### config.mk
export PLATFORM = sky130hd
export DESIGN_NAME = ps2_tx_arbiter
export DESIGN_NICKNAME = d
export VERILOG_FILES = /design/src/rtl/ps2_tx_arbiter.sv
export SDC_FILE = /design/constraint.sdc
export NUM_CORES = 1
export LEC_CHECK = 0
export CORE_MARGIN = 2
export CORE_UTILIZATION = 30
export CTS_BUF_LIST = sky130_fd_sc_hd__clkbuf_4 sky130_fd_sc_hd__clkbuf_8
export CTS_CLUSTER_SIZE = 16
export DETAILED_ROUTE_END_ITERATION = 8
export MAX_ROUTING_LAYER = met4
export SYNTH_ARGS = -nofsm -noshare
export SYNTH_HDL_FRONTEND = slang
export SYNTH_SLANG_ARGS = --single-unit
### constraint.sdc
create_clock -name clk -period 2.1 [get_ports clk]
set_input_delay 0.42 -clock clk [delete_from_list [all_inputs] [get_ports clk]]
set_output_delay 0.42 -clock clk [all_outputs]
set_load 0.02 [all_outputs]
### src/rtl/ps2_tx_arbiter.sv
// ---------------------------------------------------------------------------
// ps2_tx_arbiter
//
// Shares a single PS/2 byte transmitter between NREQ requesters (for example
// a switch bank, a loopback checker and a host echo path). Requesters are
// picked in round-robin order. The winning byte is latched and handed to the
// transmitter with a one-cycle start pulse. The arbiter then waits for the
// transmitter's done pulse, or gives up after TIMEOUT_CYCLES. Every frame is
// followed by an idle gap, so the PS/2 line gets its required inter-frame
// quiet time.
//
// Ports
//   clk       system clock (16 MHz)
//   reset     asynchronous, active-high reset
//   req       level request per requester; held until its own ack/err
//   req_data  byte for requester i at [8i+7:8i]; stable while req[i] is high
//   ack       1-cycle pulse: the requester's byte was sent
//   err       1-cycle pulse: the requester's transfer timed out
//   grant     one-hot owner; high from START through the WAIT_DONE exit cycle
//   tx_start  1-cycle start pulse to the transmitter
//   tx_data   byte to the transmitter; stable from one START until the next
//   tx_busy   transmitter busy (level)
//   tx_done   transmitter frame complete (1-cycle pulse)
//   busy      high whenever the arbiter is not idle
//
// All outputs come straight from flops. There is no combinational path from
// any input to any output.
// ---------------------------------------------------------------------------
module ps2_tx_arbiter #(
   parameter int NREQ           = 2,
   parameter int TIMEOUT_CYCLES = 32000,
   parameter int GAP_CYCLES     = 800,
   parameter int CNT_W          = 16
) (
   input  logic                clk,
   input  logic                reset,
   input  logic [NREQ-1:0]     req,
   input  logic [8*NREQ-1:0]   req_data,
   output logic [NREQ-1:0]     ack,
   output logic [NREQ-1:0]     err,
   output logic [NREQ-1:0]     grant,
   output logic                tx_start,
   output logic [7:0]          tx_data,
   input  logic                tx_busy,
   input  logic                tx_done,
   output logic                busy
);

   // Index width for requester numbers. IDX_W has one extra bit so the
   // round-robin candidate can be formed before the modulo wrap.
   localparam int SEL_W = (NREQ > 1) ? $clog2(NREQ) : 1;
   localparam int IDX_W = SEL_W + 1;

   localparam logic [CNT_W-1:0] TO_LAST  = CNT_W'(TIMEOUT_CYCLES - 1);
   localparam logic [CNT_W-1:0] GAP_LAST = CNT_W'(GAP_CYCLES - 1);
   localparam logic [CNT_W-1:0] CNT_SAT  = '1;
   localparam longint           CNT_MAX  = (longint'(1) << CNT_W) - 1;

   // ------------------------------------------------------------------
   // Configuration checks. These are evaluated during elaboration.
   // ------------------------------------------------------------------
   generate
      if (NREQ < 2 || NREQ > 4) begin : g_cfg_nreq
         $error("ps2_tx_arbiter: NREQ=%0d outside supported range 2..4", NREQ);
      end
      if (TIMEOUT_CYCLES < 1 || GAP_CYCLES < 1) begin : g_cfg_zero
         $error("ps2_tx_arbiter: TIMEOUT_CYCLES and GAP_CYCLES must be >= 1");
      end
      if (longint'(TIMEOUT_CYCLES) > CNT_MAX || longint'(GAP_CYCLES) > CNT_MAX) begin : g_cfg_cnt
         $error("ps2_tx_arbiter: CNT_W=%0d too small for TIMEOUT_CYCLES/GAP_CYCLES", CNT_W);
      end
   endgenerate

   typedef enum logic [1:0] {
      S_IDLE,
      S_START,
      S_WAIT_DONE,
      S_GAP
   } state_t;

   state_t               state_reg;
   logic [SEL_W-1:0]     sel_reg;
   logic [SEL_W-1:0]     last_reg;
   logic [CNT_W-1:0]     cnt_reg;
   logic                 gap_entry_reg;
   logic [NREQ-1:0]      grant_reg;
   logic [NREQ-1:0]      ack_reg;
   logic [NREQ-1:0]      err_reg;
   logic                 tx_start_reg;
   logic [7:0]           tx_data_reg;
   logic                 busy_reg;

   // Unpack the flat byte bus into one entry per requester.
   logic [7:0]           data_arr [NREQ];

   generate
      for (genvar gi = 0; gi < NREQ; gi++) begin : g_unpack
         assign data_arr[gi] = req_data[8*gi +: 8];
      end
   endgenerate

   // ------------------------------------------------------------------
   // Round-robin pick. The search starts at last+1 and walks forward,
   // wrapping modulo NREQ, so the previous owner is considered last.
   // ------------------------------------------------------------------
   logic [SEL_W-1:0]     pick;
   logic                 pick_found;
   logic [IDX_W-1:0]     cand_idx;
   logic [NREQ-1:0]      pick_onehot;

   always_comb begin
      pick       = '0;
      pick_found = 1'b0;
      cand_idx   = '0;
      for (int off = 1; off <= NREQ; off++) begin
         cand_idx = {1'b0, last_reg} + IDX_W'(off);
         if (cand_idx >= IDX_W'(NREQ)) begin
            cand_idx = cand_idx - IDX_W'(NREQ);
         end
         if (!pick_found && req[cand_idx[SEL_W-1:0]]) begin
            pick       = cand_idx[SEL_W-1:0];
            pick_found = 1'b1;
         end
      end
   end

   generate
      for (genvar gi = 0; gi < NREQ; gi++) begin : g_onehot
         assign pick_onehot[gi] = (pick == SEL_W'(gi));
      end
   endgenerate

   // ------------------------------------------------------------------
   // Controller. All outputs are registered here.
   // ------------------------------------------------------------------
   always_ff @(posedge clk or posedge reset) begin
      if (reset) begin
         state_reg     <= S_IDLE;
         sel_reg       <= '0;
         last_reg      <= SEL_W'(NREQ - 1);
         cnt_reg       <= '0;
         gap_entry_reg <= 1'b0;
         grant_reg     <= '0;
         ack_reg       <= '0;
         err_reg       <= '0;
         tx_start_reg  <= 1'b0;
         tx_data_reg   <= '0;
         busy_reg      <= 1'b0;
      end else begin
         // Pulse outputs default low. Each is raised for exactly one cycle
         // by the state that owns it.
         tx_start_reg <= 1'b0;
         ack_reg      <= '0;
         err_reg      <= '0;

         case (state_reg)
            S_IDLE: begin
               // A busy transmitter blocks arbitration entirely. The byte
               // is latched here, so later req_data changes are ignored.
               if (pick_found && !tx_busy) begin
                  sel_reg     <= pick;
                  tx_data_reg <= data_arr[pick];
                  grant_reg   <= pick_onehot;
                  busy_reg    <= 1'b1;
                  state_reg   <= S_START;
               end
            end

            S_START: begin
               tx_start_reg <= 1'b1;
               cnt_reg      <= '0;
               state_reg    <= S_WAIT_DONE;
            end

            S_WAIT_DONE: begin
               // When done and the timeout coincide, done takes priority.
               // grant_reg is the one-hot of sel here, so it drives
               // ack/err directly.
               if (tx_done || cnt_reg == TO_LAST) begin
                  if (tx_done) begin
                     ack_reg <= grant_reg;
                  end else begin
                     err_reg <= grant_reg;
                  end
                  grant_reg     <= '0;
                  cnt_reg       <= '0;
                  gap_entry_reg <= 1'b1;
                  last_reg      <= sel_reg;
                  state_reg     <= S_GAP;
               end else if (cnt_reg != CNT_SAT) begin
                  cnt_reg <= cnt_reg + 1'b1;
               end
            end

            S_GAP: begin
               // The first GAP cycle (the ack/err cycle) only clears the
               // counter. GAP_CYCLES counted cycles follow it, so the line
               // stays quiet for GAP_CYCLES+1 cycles after each frame.
               if (gap_entry_reg) begin
                  gap_entry_reg <= 1'b0;
                  cnt_reg       <= '0;
               end else if (cnt_reg == GAP_LAST) begin
                  busy_reg  <= 1'b0;
                  state_reg <= S_IDLE;
               end else if (cnt_reg != CNT_SAT) begin
                  cnt_reg <= cnt_reg + 1'b1;
               end
            end

            default: begin
               grant_reg <= '0;
               busy_reg  <= 1'b0;
               state_reg <= S_IDLE;
            end
         endcase
      end
   end

   assign ack      = ack_reg;
   assign err      = err_reg;
   assign grant    = grant_reg;
   assign tx_start = tx_start_reg;
   assign tx_data  = tx_data_reg;
   assign busy     = busy_reg;

endmodule

### Word-level counts from Yosys, hierarchy flattened

Cells that the tools add are included.

| operators by class | value |
|---|---|
| add/subtract/negate cells | 5 |
| multipliers | 0 |
| div/mod/pow operators | 0 |
| $lt $le $gt $ge | 5 |
| equality and inequality tests | 11 |
| shifts and indexed selects | 0 |
| multiplexer cells | 39 |
| bitwise operators | 2 |
| reduce and logical (&&, ||, !) cells | 17 |

Operator list:

| cell | number |
|---|---|
| 16-bit 2-to-1 mux | 4 |
| 16-bit one-hot mux with 3 select lines | 1 |
| 2-bit 2-to-1 mux | 12 |
| 8-bit 2-to-1 mux | 3 |
| 16-bit by 1-bit adder with 16-bit output (second input constant) | 1 |
| 16-bit by 10-bit == test with 1-bit output (second input constant) | 1 |
| 16-bit by 15-bit == test with 1-bit output (second input constant) | 1 |
| 16-bit != test (second input constant) | 1 |
| 1-bit 2-to-1 mux | 15 |
| 2-bit != test (second input constant) | 4 |
| 2-bit one-hot mux with 4 select lines | 1 |
| 2-bit AND reduction | 4 |
| 4-bit AND reduction | 2 |
| 2-bit greater-or-equal comparator (second input constant) | 3 |
| 2-bit nonzero test | 3 |
| 2-bit == test (second input constant) | 2 |
| 1-bit by 2-bit less-than comparator with 1-bit output (second input constant) | 2 |
| 1-bit one-hot mux with 2 select lines | 2 |
| 2-bit one-hot mux with 2 select lines | 1 |
| 3-bit != test (second input constant) | 1 |
| 3-bit AND reduction | 1 |
| 3-bit nonzero test | 1 |
| 1-bit by 1-bit adder with 2-bit output (second input constant) | 1 |
| 1-bit by 2-bit adder with 2-bit output (second input constant) | 1 |
| other kinds (8) | 11 |

| word-level totals | value |
|---|---|
| register bits | 37 |
| bits in latches | 0 |
| RAM bits | 0 |
| memory bits (read-only) | 0 |
| input port bits | 22 |
| output and inout port bits | 16 |
| memories kept | 0 |

### Logic depth before layout (Yosys ltp)

Gate-level depths: netlist of run 1.

| logic depth | value |
|---|---|
| depth in word-level cells | 13 |
| mapped depth | 8 |
| gate-level depth less buffers | 6 |

### Least setup slack after synthesis of run 1

No wires, ideal clock.

| timing | value |
|---|---|
| path type | reg2reg |
| start point | register cnt_reg[0] |
| end point | register cnt_reg[5] |
| arrival time | 1.788 ns |
| slack | 0.191 ns |
| cell stages (with the launch flop) | 8 |
| buffers on the path | 1 |
| clock period less this slack | 1.909 ns |
| path through | dfrtp_1 -> ha_1 -> and4_1 -> nand4_1 -> o21a_1 -> clkbuf_1 -> o21ai_0 -> a22o_1 |

| on the way | value |
|---|---|
| word-level cells in the longest chain between the ends | 5 |
| elaborated cells between the ends (all ways) | 12 |
| those cells by class | add/sub: 1; eq/ne: 4; mux: 5; reduce/logical: 2 |

Ends and longest elaborated chain:

| element | RTL line | RTL |
|---|---|---|
| start: declaration | 84 | `logic [CNT_W-1:0] cnt_reg;` |
| start signal: assignment | 191 | `cnt_reg <= cnt_reg + 1'b1;` |
| start signal: assignment | 206 | `cnt_reg <= cnt_reg + 1'b1;` |
| 16-bit by 1-bit adder with 16-bit output or 16-bit != test (tied branches) | n/a |  |
| 16-bit 2-to-1 mux | 190, 205 |  |
| 16-bit 2-to-1 mux | 202 | `end else if (cnt_reg == GAP_LAST) begin` |
| 16-bit 2-to-1 mux | 199 | `if (gap_entry_reg) begin` |
| 16-bit one-hot mux with 3 select lines | 156 | `case (state_reg)` |

Several ways; a longest one is shown, not always the timed one. The select of a mux whose other input is x is not followed.
A chain may end at the register's enable or synchronous reset.

### Worst setup path in the final report of run 1

| timing | value |
|---|---|
| start point | register cnt_reg[1] |
| end point | register cnt_reg[9] |

Same word-level chain as after synthesis.

==> reports/results.txt, run 1 <==
Registers take 928 um^2. The logs give 659 for the total of fill cells in the finished design and 67.1% for the worst max-slew margin expressed relative to the limit. The via count of the first global-routing pass was 1710.

After detailed routing, the number of vias per cell comes to 5.24. For the final database, setup skew stands at 0.00665 ns. For this run, the leading register cell type out of synthesis is dfrtp_1. The wire length of the first global-routing pass is 8320 um. The synthesis warning total came out at 0.

The worst reg2reg path depth was 7. Counting flops and latches in the post-synthesis netlist gives 37. Counting every net in the synthesized netlist gives 235.

Data on the critical path arrives at its endpoint at 2.17 ns. Clock latency on the worst-skew pair, taken at its later pin, is 0.29 ns. For this design the total switching power over the nets is 0.00108 W.

The tightest min-delay check is of the reg -> reg type. The global-route total usage across every layer is 14.1%. For this run, the register share of the synthesized area comes to 45.2%. The pre-CTS setup slack came out at 0.112 ns. The logs give 0 for the max-slew violation total from the final report and 7510 um^2 for the full die area. The final-report setup violation count is 0, and the vias after detailed routing is 1786. The top cell types in the final layout, fill and taps aside, are 37 x clkdlybuf4s50_1, 35 x dfrtp_1, 20 x o21ai_0. At the pin with the least slew margin, the transition time is 0.489 ns. The critical path data required time came out at 2.30 ns. STA classifies the critical path startpoint as a register. The initial antenna violation count came out at 0. Measured along the y axis, the die boundary spans 86.7 um.

The total CTS buffers is 5. Dividing total power by cell area gives a power density of 1030 nW/um^2. In this run, the combinational gates consume 45.6% of the power. After detailed routing, the average wire length per cell comes to 13.8 um. Row generation in the floorplan step produced 30 rows. The signal on the critical path passes through ha_2, and4_1, buf_4, nand4_2, nor3b_2, or4b_1, o21ai_0. The peak clock frequency supported by timing was 510 MHz. For the final net count, the log shows 288. After layout, the worst setup slack is 0.138 ns.

Dividing the final minimum period by the clock period gives 93.4%. The standard cell core area was 6720 um^2. Type of element capturing the critical path: a register. The share of total power dissipated in the clock network is 18.3%.

The placed cell area was 2610 um^2. The cell area that synthesis handed to floorplanning was 2050 um^2. After the first detailed-routing iteration, the DRC count stood at 133. The internal power of the cells totals 0.00170 W. The slowest library cell on the worst path was or4b_1. The run gives 341 as the number of standard cells in the layout, taps in and fillers out. The run finished with clean final reports. The register with the most flip-flops in the layout has 16 of them. For this design, the sink count on the clock tree is 37.

TritonCTS built the clock tree. The share of final-layout standard cells stronger than drive strength 1 was 15.7%; the highest cell delay on the worst timing path was 0.46 ns. 38 I/O pins were placed.

The logs give 3530 um for the post-DP HPWL and 0 for the number of hold buffers added after cts. The register-to-register setup slack is 0.14 ns, and the count of buffers from port buffering is 37. The critical-path maximum fanout came out at 5.

Counting flops with a built-in enable in the synthesized netlist gives 0. After routing the design area is 2700 um^2. The multi-input combinational cells in the finished layout cover a total of 1030 um^2. The root buffer selected by CTS is clkbuf_8. Counting instances, the worst hold path has a depth of 2.

The area growth from synthesis to layout is 31.6%. The worst-case IR drop observed on VDD is 0.333 mV. The count of buffers added by post-CTS timing repair for setup was 0. Once layout is complete, the utilization of the core stands at 40.2%. For this configuration, the core starts out at a cell density of 30.5%. Final count of hold timing violations: 0.

After detailed routing, the total wire length is 4710 um. Once the clock tree was built, the resizer swapped 0 gates to a different size. The run gives 53 as the distinct cell type count of the synthesized netlist.

By startpoint and endpoint, the worst setup path is classified as reg -> reg. The die outline width came out at 86.7 um. The tools report the aggregate negative setup slack as 0 ns. Entering global routing, the biggest net connects 38 pins.

Number of detailed-route iterations in the first pass: 4. The smallest clock period supported by the final layout is computed as 1.96 ns. Leaving out fill and tap cells, the most frequent cell in the layout is clkdlybuf4s50_1. Counting tap cells, the placed design contains a total of 333 instances.

Each instance of the synthesized netlist takes up on average 9.91 um^2. The post-CTS clock slew at the launch and capture registers of the worst setup and hold paths was 0.08 ns. Net switching is 38.9% of the power. Once detail routing completed, the nets flagged for antenna violations numbered 0. In the synthesized netlist, the number of instances is 207. Setup repair after global routing left no endpoint under its margin. The total of max-cap violations was 0; the count of antenna diodes in the layout was 0. No sink is reached through more buffers than the 2 on the longest clock path. CTS built an H-tree with a depth of 2.

The number of DRC violations after detailed routing is 0, and the static power due to leakage is 1.19 nW. The fraction of power consumed by sequential logic came out at 36.1%. For this run, asynchronously set or reset flops after synthesis account for 100%. For the sum of overflow across all layers after global routing, the log shows 0.

The congestion estimate from routability-driven global placement came to 0.873.
[routing by layer]
metal	wire [um]	vias up	GRT usage, %
li1	-	877	-
met1	2300	873	19.5
met2	2210	30	21.5
met3	125	6	1.52
met4	72	0	4.97
met5	0	-	-
[worst max-delay path: cells and delay by family, from the launching register on]
family,cells,cell delay [ns]
compound gates,1,0.09
fa+ha+maj,1,0.21
buf+inv,1,0.15
flops,1,0.41
simple gates,4,1.03
[final cells by class]
cell class	count	share of cell area [%]
inverter	13	1.81
multi-input combinational	148	38.0
clock buffer	5	2.55
tap	80	3.71
sequential	37	34.4
clock inverter	3	0.788
timing repair buffer	55	18.7
[power groups by stage]
stage	logic, W	clock network [W]	registers [W]
floorplan	0.000679	0	0.00112
global placement	0.00127	0	0.00102
CTS	0.00127	0.000524	0.00100
detailed placement	0.00127	0	0.00102
finish	0.00127	0.000507	0.00100
global route	0.00140	0.000568	0.00103
[final timing paths]
kind,startpoint,to
max,cnt_reg[1],cnt_reg[9]
min reg2reg,tx_data[0],tx_data[0]
min in group asynchronous,reset,state_reg[0]
max reg2reg,cnt_reg[1],cnt_reg[9]
max in group asynchronous,reset,cnt_reg[8]
min,tx_data[0],tx_data[0]
[kinds of logic (layout without fill, tap and decap cells)]
family / count (synthesis) / count (layout) / synth area share [%]
simple gates: 68 / 68 / 20.7
compound gates: 64 / 64 / 20.5
mux: 10 / 10 / 5.00
buf+inv: 22 / 76 / 4.88
fa+ha+maj: 6 / 6 / 3.66
flops: 37 / 37 / 45.2
[per-stage QoR]
step	hold WS (ns)	power (W)
after floorplan	0.445	0.00180
after global placement	0.456	0.00228
after detailed placement	0.469	0.00229
after CTS	0.488	0.00280
after global routing	0.507	0.00299
final	0.479	0.00278
[cells in the mapped netlist, drive strengths merged, types with 2 or more instances]
| master | n | share of area [%] |
|---|---|---|
| dfrtp | 36 | 44 |
| o21ai | 22 | 5.6 |
| a21oi | 17 | 4.1 |
| nand2 | 16 | 2.9 |
| inv | 13 | 2.4 |
| mux2i | 8 | 3.9 |
| nor2 | 8 | 1.5 |
| and3 | 7 | 2.1 |
| nand4 | 7 | 2.7 |
| ha | 6 | 3.7 |
| buf | 5 | 1.8 |
| nand3 | 5 | 1.2 |
| clkbuf | 4 | 0.73 |
| nor4 | 4 | 2.3 |
| a32o | 3 | 1.5 |
| and4 | 3 | 1.3 |
| nor2b | 3 | 0.92 |
| a21o | 2 | 0.73 |
| a22o | 2 | 0.85 |
| a31o | 2 | 0.85 |
| a41o | 2 | 0.98 |
| a41oi | 2 | 0.85 |
| and2 | 2 | 0.61 |
| mux2 | 2 | 1.1 |
| nor3 | 2 | 0.49 |
| o22ai | 2 | 0.61 |
| o2bb2ai | 2 | 0.85 |
| or4 | 2 | 0.73 |
No activity file was read; power rests on OpenSTA's default activity.
==> inputs of run 2 (changes only) <==
--- a/config.mk
+++ b/config.mk
@@ -6,7 +6,7 @@
 export NUM_CORES = 1
 export LEC_CHECK = 0
 export CORE_MARGIN = 2
-export CORE_UTILIZATION = 30
+export CORE_UTILIZATION = 38
 export CTS_BUF_LIST = sky130_fd_sc_hd__clkbuf_4 sky130_fd_sc_hd__clkbuf_8
 export CTS_CLUSTER_SIZE = 16
 export DETAILED_ROUTE_END_ITERATION = 8
==> run 2 against run 1 <==
  * Routed wire length is 0.11% lower
  * Utilization is 13 points higher
  * Final area is 1.6% higher
  * Highest routed layer unchanged
==> reports/results.txt, run 2 (synthesis gave the netlist of run 1 again) <==
For this run, the total global-route usage over all layers was measured as 17.6%. The tools report the post-DP HPWL as 3520 um. The H-tree was split into 2 levels. The congestion estimate from routability-driven global placement came to 0.863. The floorplan step set the die height to 77.5 um. The logs give 1774 for the vias after detailed routing and 2 for the maximum clock path buffer count. In the routed design, unresolved DRC markers number 0.

The max-slew violation total from the final report was 0; the total power was 0.00292 W. In this run the remaining antenna-violating nets after routing total 0. Peak supply drop: 0.648 mV. In the finished design, the share of the clock period the worst path needs comes to 92.9%. The tools report the starting utilization of the core area as 39.6%.

The tools report the initial antenna violation count as 0. By startpoint and endpoint, the worst setup path is classified as reg -> reg. Summing all flip-flop and latch instances after layout gives 927 um^2.

The final layout contains routed wiring with a total length of 4700 um. Derived from the worst setup path, the maximum achievable clock frequency is 512 MHz. For the static power due to leakage, the log shows 1.22 nW.

The share of final-layout standard cells stronger than drive strength 1 was 16.3%; the total CTS buffers was 5. The run finished with clean final reports. The tools report the worst max-slew margin expressed relative to the limit as 69.5%. The via count of the first global-routing pass is 1676, and the power density of the placed cells is 1060 nW/um^2.

Data on the critical path is required at its endpoint by 2.31 ns. For the pin with the worst max-slew slack, the measured transition is 0.454 ns. The routed design could run at a clock period as short as 1.95 ns.

The worst hold-check path type was reg -> reg. Final net count: 291. The tools report the type of element capturing the critical path as a register. The average wire length per cell after detail routing is 14.1 um. The number of flip-flops under the largest register name came out at 16. For this run, the share of the core covered by cells in the final layout is 53.0%. The worst setup path is launched from a register. The total of max-cap violations is 0, and the final-report setup violation count is 0. The region available for standard cell placement spans 5170 um^2. The total overflow left after global routing is 0. For the total of fill cells in the finished design, the log shows 448. The area growth from synthesis to layout is 33.7%. The die is 77.5 um wide. Critical-path maximum fanout: 5. The full die area came out at 6000 um^2. TritonCTS built the clock tree. Summing all multi-input logic gate instances after layout gives 1030 um^2. Clock latency on the worst-skew pair, taken at its later pin, is 0.29 ns. Number of top-level pins: 38. For this run, the detailed router's first-pass iteration total came to 4. The wire length of the first global-routing pass came out at 8270 um. Leaving out fill and tap cells, the most frequent cell in the layout is clkdlybuf4s50_1.

Setup repair after global routing left no endpoint under its margin. After floorplanning, the core was divided into 26 placement rows. STA puts the critical path data arrival time at 2.16 ns. 0 antenna diodes ended up in the layout. The via count normalized by instance count works out to 5.31.

The final count of hold timing violations was 0. The tree is rooted in a clkbuf_8. For the final database, setup skew stands at 0.00544 ns.

The library cells used most frequently in the layout, excluding fill and tap cells, are 37 x clkdlybuf4s50_1, 36 x dfrtp_1, 21 x buf_4. Including well taps, the total number of placed cells is 323. The largest net degree at the start of global routing was 38. Aggregate negative setup slack: 0 ns.

The count of buffers from port buffering is 37. The first routing iteration left 125 violations. The clock drives 37 sinks. After clock tree synthesis, the clock-pin slew on the worst setup and hold paths is 0.08 ns. Leaving out filler cells and counting taps, the final layout contains 334.
[run 2: metal layers]
metal | wire (um) | GRT usage (%) | share of wire, % | vias to the layer above
met5 | 0 | - | 0 | -
met4 | 76 | 4.64 | 1.6 | 0
met3 | 228 | 4.07 | 4.9 | 10
met2 | 2090 | 25.0 | 45 | 44
met1 | 2300 | 25.4 | 49 | 836
li1 | - | - | - | 884
[run 2: repair_timing]
item                                    4_1_cts  5_1_grt
hold endpoints to repair                      0        0
resized for setup                             0        2
endpoints found under the setup margin        0        5
hold buffers                                  0        0
buffers inserted                              0        3
[run 2: worst paths after layout]
kind | cells after the start | from | slack (ns) | endpoint
worst max-delay path | 7 | cnt_reg[0] | 0.15 | cnt_reg[9]
worst min-delay path | 2 | tx_data[6] | 0.48 | tx_data[6]
worst max register to register | 7 | cnt_reg[0] | 0.15 | cnt_reg[9]
worst min register to register | 2 | tx_data[6] | 0.48 | tx_data[6]
max in group asynchronous | 3 | reset | 1.21 | last_reg
min in group asynchronous | 3 | reset | 0.54 | cnt_reg[12]
[run 2: power by group]
| part | internal, W | switching, W | total [W] |
|---|---|---|---|
| logic | 0.000576 | 0.000696 | 0.00127 |
| clock network | 0.000400 | 0.000252 | 0.000652 |
| registers | 0.000887 | 0.000104 | 0.000991 |
[run 2: final cells by class]
class	count	area share (%)
well taps	70	3.19
flip-flops and latches	37	33.8
inverters	13	1.78
multi-input cells	148	37.6
clock inverters	1	1.10
repair buffers	58	19.3
clock buffers	7	3.29
[run 2: critical path, stage by stage, from the launching register on]
cell and delay, ns:
dfrtp_1 0.38, ha_1 0.25, and4_1 0.24, buf_4 0.15
nand4_2 0.07, nor3b_4 0.26, or4b_1 0.45, o21ai_0 0.08
[run 2: through the flow]
step                      setup WS, ns  cell area (um^2)  hold slack [ns]
final                            0.148              2740            0.480
after global routing           0.00526              2740            0.515
after CTS                       0.0943              2710            0.489
after detailed placement         0.115              2590            0.471
after global placement          0.0995              2590            0.459
after floorplan                  0.191              2050            0.445
==> inputs of run 3 (changes only) <==
--- a/config.mk
+++ b/config.mk
@@ -6,7 +6,7 @@
 export NUM_CORES = 1
 export LEC_CHECK = 0
 export CORE_MARGIN = 2
-export CORE_UTILIZATION = 38
+export CORE_UTILIZATION = 33
 export CTS_BUF_LIST = sky130_fd_sc_hd__clkbuf_4 sky130_fd_sc_hd__clkbuf_8
 export CTS_CLUSTER_SIZE = 16
 export DETAILED_ROUTE_END_ITERATION = 8
==> run 3 against run 2 <==
  * Die area increased by 14%
  * Final area decreased by 1.2%
  * Hold slack got worse by 0.0059 ns
  * Clock skew increased by 0.0032 ns
  * Routed wire length increased by 4.5%
  * First-iteration DRC count decreased by 5.6%
  * Sequential power increased by 0.7%
  * Critical path depth decreased by 1
  * Via count increased by 1.4%
  * Largest cell class unchanged
  * Largest power group unchanged
==> reports/results.txt, run 3 (synthesis gave the netlist of run 1 again) <==
Based on the critical path, the design can be clocked at up to 508 MHz. The signal on the critical path passes through buf_4, nand4bb_1, nor4_4, nor2_1, nor2_1, mux2_2. Relative to the synthesized area, the layout overhead comes to 32.1%.

For the static power due to leakage, the log shows 1.20 nW. Before antenna repair, the detailed router went through 4 iterations. The floorplan step defined a die boundary enclosing 6860 um^2.

The cell occurring most often along the worst timing path is nor2_1. The number of antenna diodes in the final layout is 0. After detailed routing, the number of remaining DRC violations is 0. The number of clock buffers added by TritonCTS is 5. The number of hold buffers added after CTS was 0. The total of max-cap violations was 0; the number of core rows was 28. The worst path buffer plus inverter count works out to 1.

The tools report the wire length of the first global-routing pass as 8530 um. The die outline width was 82.8 um. Leaving out fill and tap cells, the most frequent cells in the layout are 37 x clkdlybuf4s50_1, 36 x dfrtp_1, 20 x o21ai_0, 20 x buf_4, 17 x a21oi_1. Global routing used 15.3% of the available tracks. The run gives 2.15 ns as the arrival time of data at the critical path endpoint.

In this run the worst path has a maximum fanout of 6. The post-route netlist has 16.0% of its cells at a drive strength greater than 1. The run gives 4910 um as the routed wire length. The via count of the first global-routing pass is 1702, and the count of buffers from port buffering is 37. The final count of hold timing violations was 0. Setup violations remaining at the end of the flow were counted as 0. The power density of the placed cells came out at 1030 nW/um^2. The run gives 67.2% as the worst max-slew margin expressed relative to the limit. Grouping stages by cell kind, the critical path spends the most delay in simple AND/OR/NAND/NOR gates.

The detail route stage leaves a number of antenna-violating nets equal to 0. The share of the cycle needed by the critical path after routing is 93.7%. The worst hold-check path type was reg -> reg.

Summed over all layers, the global routing overflow is 0. The detailed router placed 1798 vias in this run. CTS built an H-tree with a depth of 2. The tools report the critical path startpoint category as a register. Once the floorplan was initialized, standard cells occupied 34.4% of the core.

The maximum clock path buffer count was 2; the weighted congestion at the end of routability-driven global placement was 0.856. The initial antenna violation count is 0. The critical path in this run is classified as reg -> reg.

The post-DP HPWL is 3610 um. The die is 82.8 um tall. The shortest period the worst path allows was 1.97 ns; the highest cell delay on the worst timing path was 0.41 ns. The peak supply drop was 0.524 mV.

Max-slew violation total from the final report: 0. The run finished with clean final reports. Type of element capturing the critical path: a register. Number of flip-flops under the largest register name: 16. At the pin with the least slew margin, the transition time is 0.487 ns.

For the largest net degree at the start of global routing, the log shows 38. Root buffer selected by CTS: clkbuf_8. For the final database, setup skew stands at 0.00868 ns. The core region is 5960 um^2.

The number of top-level pins came out at 38. For the number of clock sinks, the log shows 37. TritonCTS built the clock tree. The final net count was 290; the average wire length per cell after detail routing was 14.5 um. Setup repair after global routing could not meet its margin everywhere. Data on the critical path is required at its endpoint by 2.28 ns. After detailed routing, the number of vias per cell comes to 5.32. Most common cell after layout, fill and taps aside: clkdlybuf4s50_1. Clock-pin slew was measured on the worst setup and hold paths at 0.08 ns. For the total power, the log shows 0.00280 W. On the critical path, the stage with the largest delay is an instance of nor4_4. For this run, the number of standard cells in the final layout without fillers is 338. The worst hold margin is 0.474 ns, and the clock latency at the later pin of the worst-skew pair is 0.29 ns. In this run, the number of DRC markers left after iteration 0 of detailed routing was 118. Including well taps, the total number of placed cells is 330.
-- run 3: final timing paths --
kind,start,to,slack (ns),cells past startpoint
max,cnt_reg[8],state_reg[1],0.13,6
min,sel_reg,sel_reg,0.47,1
max reg2reg,cnt_reg[8],state_reg[1],0.13,6
min reg2reg,sel_reg,sel_reg,0.47,1
max in group asynchronous,reset,last_reg,1.21,3
min in group asynchronous,reset,cnt_reg[12],0.54,3
-- run 3: area by class of cell --
type	count	area, um^2
timing repair buffer	57	520
clock buffer	5	68.8
tap	75	93.8
fill	594	3250
inverter	13	48.8
sequential	37	927
clock inverter	3	17.5
multi-input combinational	148	1030
-- run 3: metal layers --
metal	share of wire, %	vias to the layer above	track usage [%]	wire, um
li1	-	879	-	-
met1	51	874	21.7	2510
met2	45	41	21.7	2210
met3	3.2	4	3.08	157
met4	0.71	0	5.22	35
met5	0	-	-	0
-- run 3: worst register-to-register path, cell delays in order, from the launching register on --
cell	delay [ns]
dfrtp_1	0.39
buf_4	0.16
nand4bb_1	0.24
nor4_4	0.41
nor2_1	0.14
nor2_1	0.17
mux2_2	0.34
-- run 3: power by group --
part | total, W | switching (W) | internal, W
Clock | 0.000503 | 0.000274 | 0.000229
Combinational | 0.00130 | 0.000709 | 0.000593
Sequential | 0.000998 | 0.000111 | 0.000887
Total | 0.00280 | 0.00109 | 0.00171
-- run 3: repair_timing --
action	in CTS	in global routing
endpoints found under the setup margin	0	3
resized for setup	0	2
setup buffers	0	0
endpoints found under the hold margin	0	0
-- run 3: through the flow --
| step | setup slack (ns) | area (um^2) | TNS, ns | utilization, % |
|---|---|---|---|---|
| floorplan | 0.191 | 2050 | 0 | - |
| global placement | 0.106 | 2610 | 0 | 43.9 |
| detailed placement | 0.104 | 2610 | 0 | 43.9 |
| CTS | 0.0925 | 2700 | 0 | 45.3 |
| global route | -0.00898 | 2710 | -0.00898 | 45.5 |
| finish | 0.132 | 2710 | 0 | 45.5 |
==> edit (config.mk and constraints of run 3) <==
Reset style: synchronous (`reset`), changed in one clocked block. Comments in the files are not updated.
--- a/src/rtl/ps2_tx_arbiter.sv
+++ b/src/rtl/ps2_tx_arbiter.sv
@@ -133,7 +133,7 @@
    // ------------------------------------------------------------------
    // Controller. All outputs are registered here.
    // ------------------------------------------------------------------
-   always_ff @(posedge clk or posedge reset) begin
+   always_ff @(posedge clk) begin
       if (reset) begin
          state_reg     <= S_IDLE;
          sel_reg       <= '0;
Behaviour: differs if reset is asserted again (counterexample within 4 cycles, from zero or initial values and one cycle with reset high); with reset held inactive, the same outputs for 10 cycles.
==> edit against run 3 <==
Clock power increased by 2%. Core utilization increased by 2.0 points. Area after synthesis decreased by 5.2%. Largest cell class unchanged. Clock skew decreased by 0.96 ps. Design area decreased by 1.8%. Total power decreased by 16%. Critical path type unchanged. Routed wire length increased by 2.2%. Die area decreased by 5.0%. Setup slack got worse by 31 ps. Sequential cell count unchanged. Critical endpoint is now cnt_reg[5]$_SDFFE_PP0P_.
==> edit: results (changes against run 3) <==
<table>
<tr><th>Metric</th><th>Value</th></tr>
<tr><th colspan="2">Layout</th></tr>
<tr><td>Share of post-route cells with drive strength above 1</td><td>0.167 (was 0.160)</td></tr>
<tr><td>Total number of nets in the final design</td><td>308 (was 290)</td></tr>
<tr><th colspan="2">Clock network</th></tr>
<tr><td>Clock buffer count from CTS</td><td>5 (unchanged)</td></tr>
<tr><th colspan="2">Floorplanning</th></tr>
<tr><td>Area of the core</td><td>5610 sq um (was 5960 sq um)</td></tr>
<tr><th colspan="2">Global route</th></tr>
<tr><td>Overall global routing resource usage</td><td>0.171 (was 0.153)</td></tr>
<tr><td>Via count of the first global-routing pass</td><td>1,706 (was 1,702)</td></tr>
<tr><td>First-pass GRT wire length</td><td>8.32 mm (was 8.53 mm)</td></tr>
<tr><td>Largest net degree at the start of global routing</td><td>23 (was 38)</td></tr>
<tr><th colspan="2">Logic synthesis</th></tr>
<tr><td>Arithmetic-cell share of the synthesized area counting full adders, half adders and majority gates</td><td>0.0386 (was 0.0366)</td></tr>
<tr><td>Netlist cell types</td><td>50 (was 53)</td></tr>
<tr><td>Leading post-synthesis cells by instance count</td><td>dfxtp_1, nor2_1, mux2i_1, nand2_1, a21oi_1 (was dfrtp_1, o21ai_0, a21oi_1, nand2_1, inv_1)</td></tr>
<tr><td>Complex-gate fraction of the synthesized area</td><td>0.197 (was 0.205)</td></tr>
<tr><td>Net count after synthesis</td><td>248 (was 235)</td></tr>
<tr><td>Leading register cell type out of synthesis</td><td>dfxtp_1 (was dfrtp_1)</td></tr>
<tr><td>Synth top area share</td><td>0.381 (was 0.439)</td></tr>
<tr><td>Top area cells in the synthesized netlist</td><td>dfxtp_1, mux2i_1, nor2_1 (was dfrtp_1, o21ai_0, a21oi_1)</td></tr>
<tr><td>Sequential-to-total area share from yosys stat</td><td>0.381 (was 0.452)</td></tr>
<tr><td>Post-synth ARST share</td><td>0 (was 1.00)</td></tr>
<tr><th colspan="2">Status</th></tr>
<tr><td>Run status</td><td>completed (unchanged)</td></tr>
<tr><th colspan="2">Place</th></tr>
<tr><td>Placement Setup Slack</td><td>69.4 ps (was 104 ps)</td></tr>
<tr><td>Detail Placement HPWL</td><td>3.78 mm (was 3.61 mm)</td></tr>
<tr><th colspan="2">Pwr</th></tr>
<tr><td>Standby leakage power</td><td>0.970 nW (was 1.20 nW)</td></tr>
<tr><th colspan="2">Drt</th></tr>
<tr><td>DRT Wirelength</td><td>5.02 mm (was 4.91 mm)</td></tr>
<tr><td>First DRT Iteration DRCs</td><td>132 (was 118)</td></tr>
<tr><th colspan="2">STA</th></tr>
<tr><td>Max_slew headroom</td><td>0.589 (was 0.672)</td></tr>
<tr><th colspan="2">Worst setup path</th></tr>
<tr><td>Launch point of the critical path</td><td>cnt_reg[12]$_SDFFE_PP0P_ (was cnt_reg[8]$_DFFE_PP0P_)</td></tr>
<tr><td>Worst endpoint data arrival time</td><td>2180 ps (was 2150 ps)</td></tr>
<tr><th colspan="2">Min path</th></tr>
<tr><td>Hold_sp</td><td>sel_reg$_SDFFE_PP0P_ (was sel_reg$_DFFE_PP0P_)</td></tr>
</table>
-- edit: cell types whose count changed after synthesis, sizes merged, moves of 5 or more --
cell,change
a211oi,+8
a21oi,-5
and3,-5
dfrtp,-36
dfxtp,+37
inv,-6
nor2,+19
nor4,+7
o21ai,-16
-- edit: where the power goes --
part / total (W) / internal [W] / switching, W
Sequential: 0.000866 / 0.000800 / 0.0000655
Clock: 0.000514 / 0.000235 / 0.000278
Combinational: 0.000980 / 0.000433 / 0.000547
Total: 0.00236 / 0.00147 / 0.000890
-- edit: per-stage QoR --
stage	hold WS (ps)	instance area [sq um]	power [W]	std cells	setup TNS, ps
2_1_floorplan	440	1940	0.00149	220	0
3_3_place_gp	459	2530	0.00184	342	0
3_5_place_dp	465	2530	0.00185	342	0
4_1_cts	484	2620	0.00236	350	0
5_1_grt	519	2660	0.00250	353	-13.1
6_report	479	2660	0.00236	353	0
-- edit: timing repair --
action,in CTS,in global routing
gates resized for setup,0,3
setup endpoints to repair,0,15
hold buffers,0,0
buffers inserted,0,3
-- edit: worst paths after layout --
path / slack, ps / cells past startpoint / to
worst min-delay path: 480 / 2 / last_reg$_SDFFE_PP1P_
worst max-delay path: 100 / 6 / cnt_reg[5]$_SDFFE_PP0P_
worst max register to register: 100 / 6 / cnt_reg[5]$_SDFFE_PP0P_
worst min register to register: 480 / 2 / last_reg$_SDFFE_PP1P_
-- edit: critical path, stage by stage (launching register included) --
cell and delay [ps]:
dfxtp_1 400, or4b_4 500, nor4_4 300, buf_4 160, o31a_2 200, o22ai_1 100, a22o_1 240
-- edit: cells by family (layout without fill, tap and decap cells) --
kind of cell / after synthesis / in the layout
xor gates and xnor gates: 4 / 4
and+or+nand+nor: 90 / 90
adders and majority gates: 6 / 6
muxes: 12 / 12
DFF: 37 / 37
buffers and inverters: 17 / 78
AOI/OAI and AO/OA: 54 / 54
-- edit: final cells by class --
type	count	area, sq um	share of cell area
well taps	72	90.1	0.0339
clock buffers	5	68.8	0.0259
inverters	7	26.3	0.00988
flip-flops and latches	37	741	0.278
clock inverters	3	21.3	0.00800
multi-input cells	166	1150	0.431
repair buffers	63	566	0.213
-- edit: per-layer routing --
layer  wire length (um)  global-route usage
met1               2410               0.225
met2               2350               0.261
met3                188              0.0333
met4                 67              0.0661
met5                  0                   -
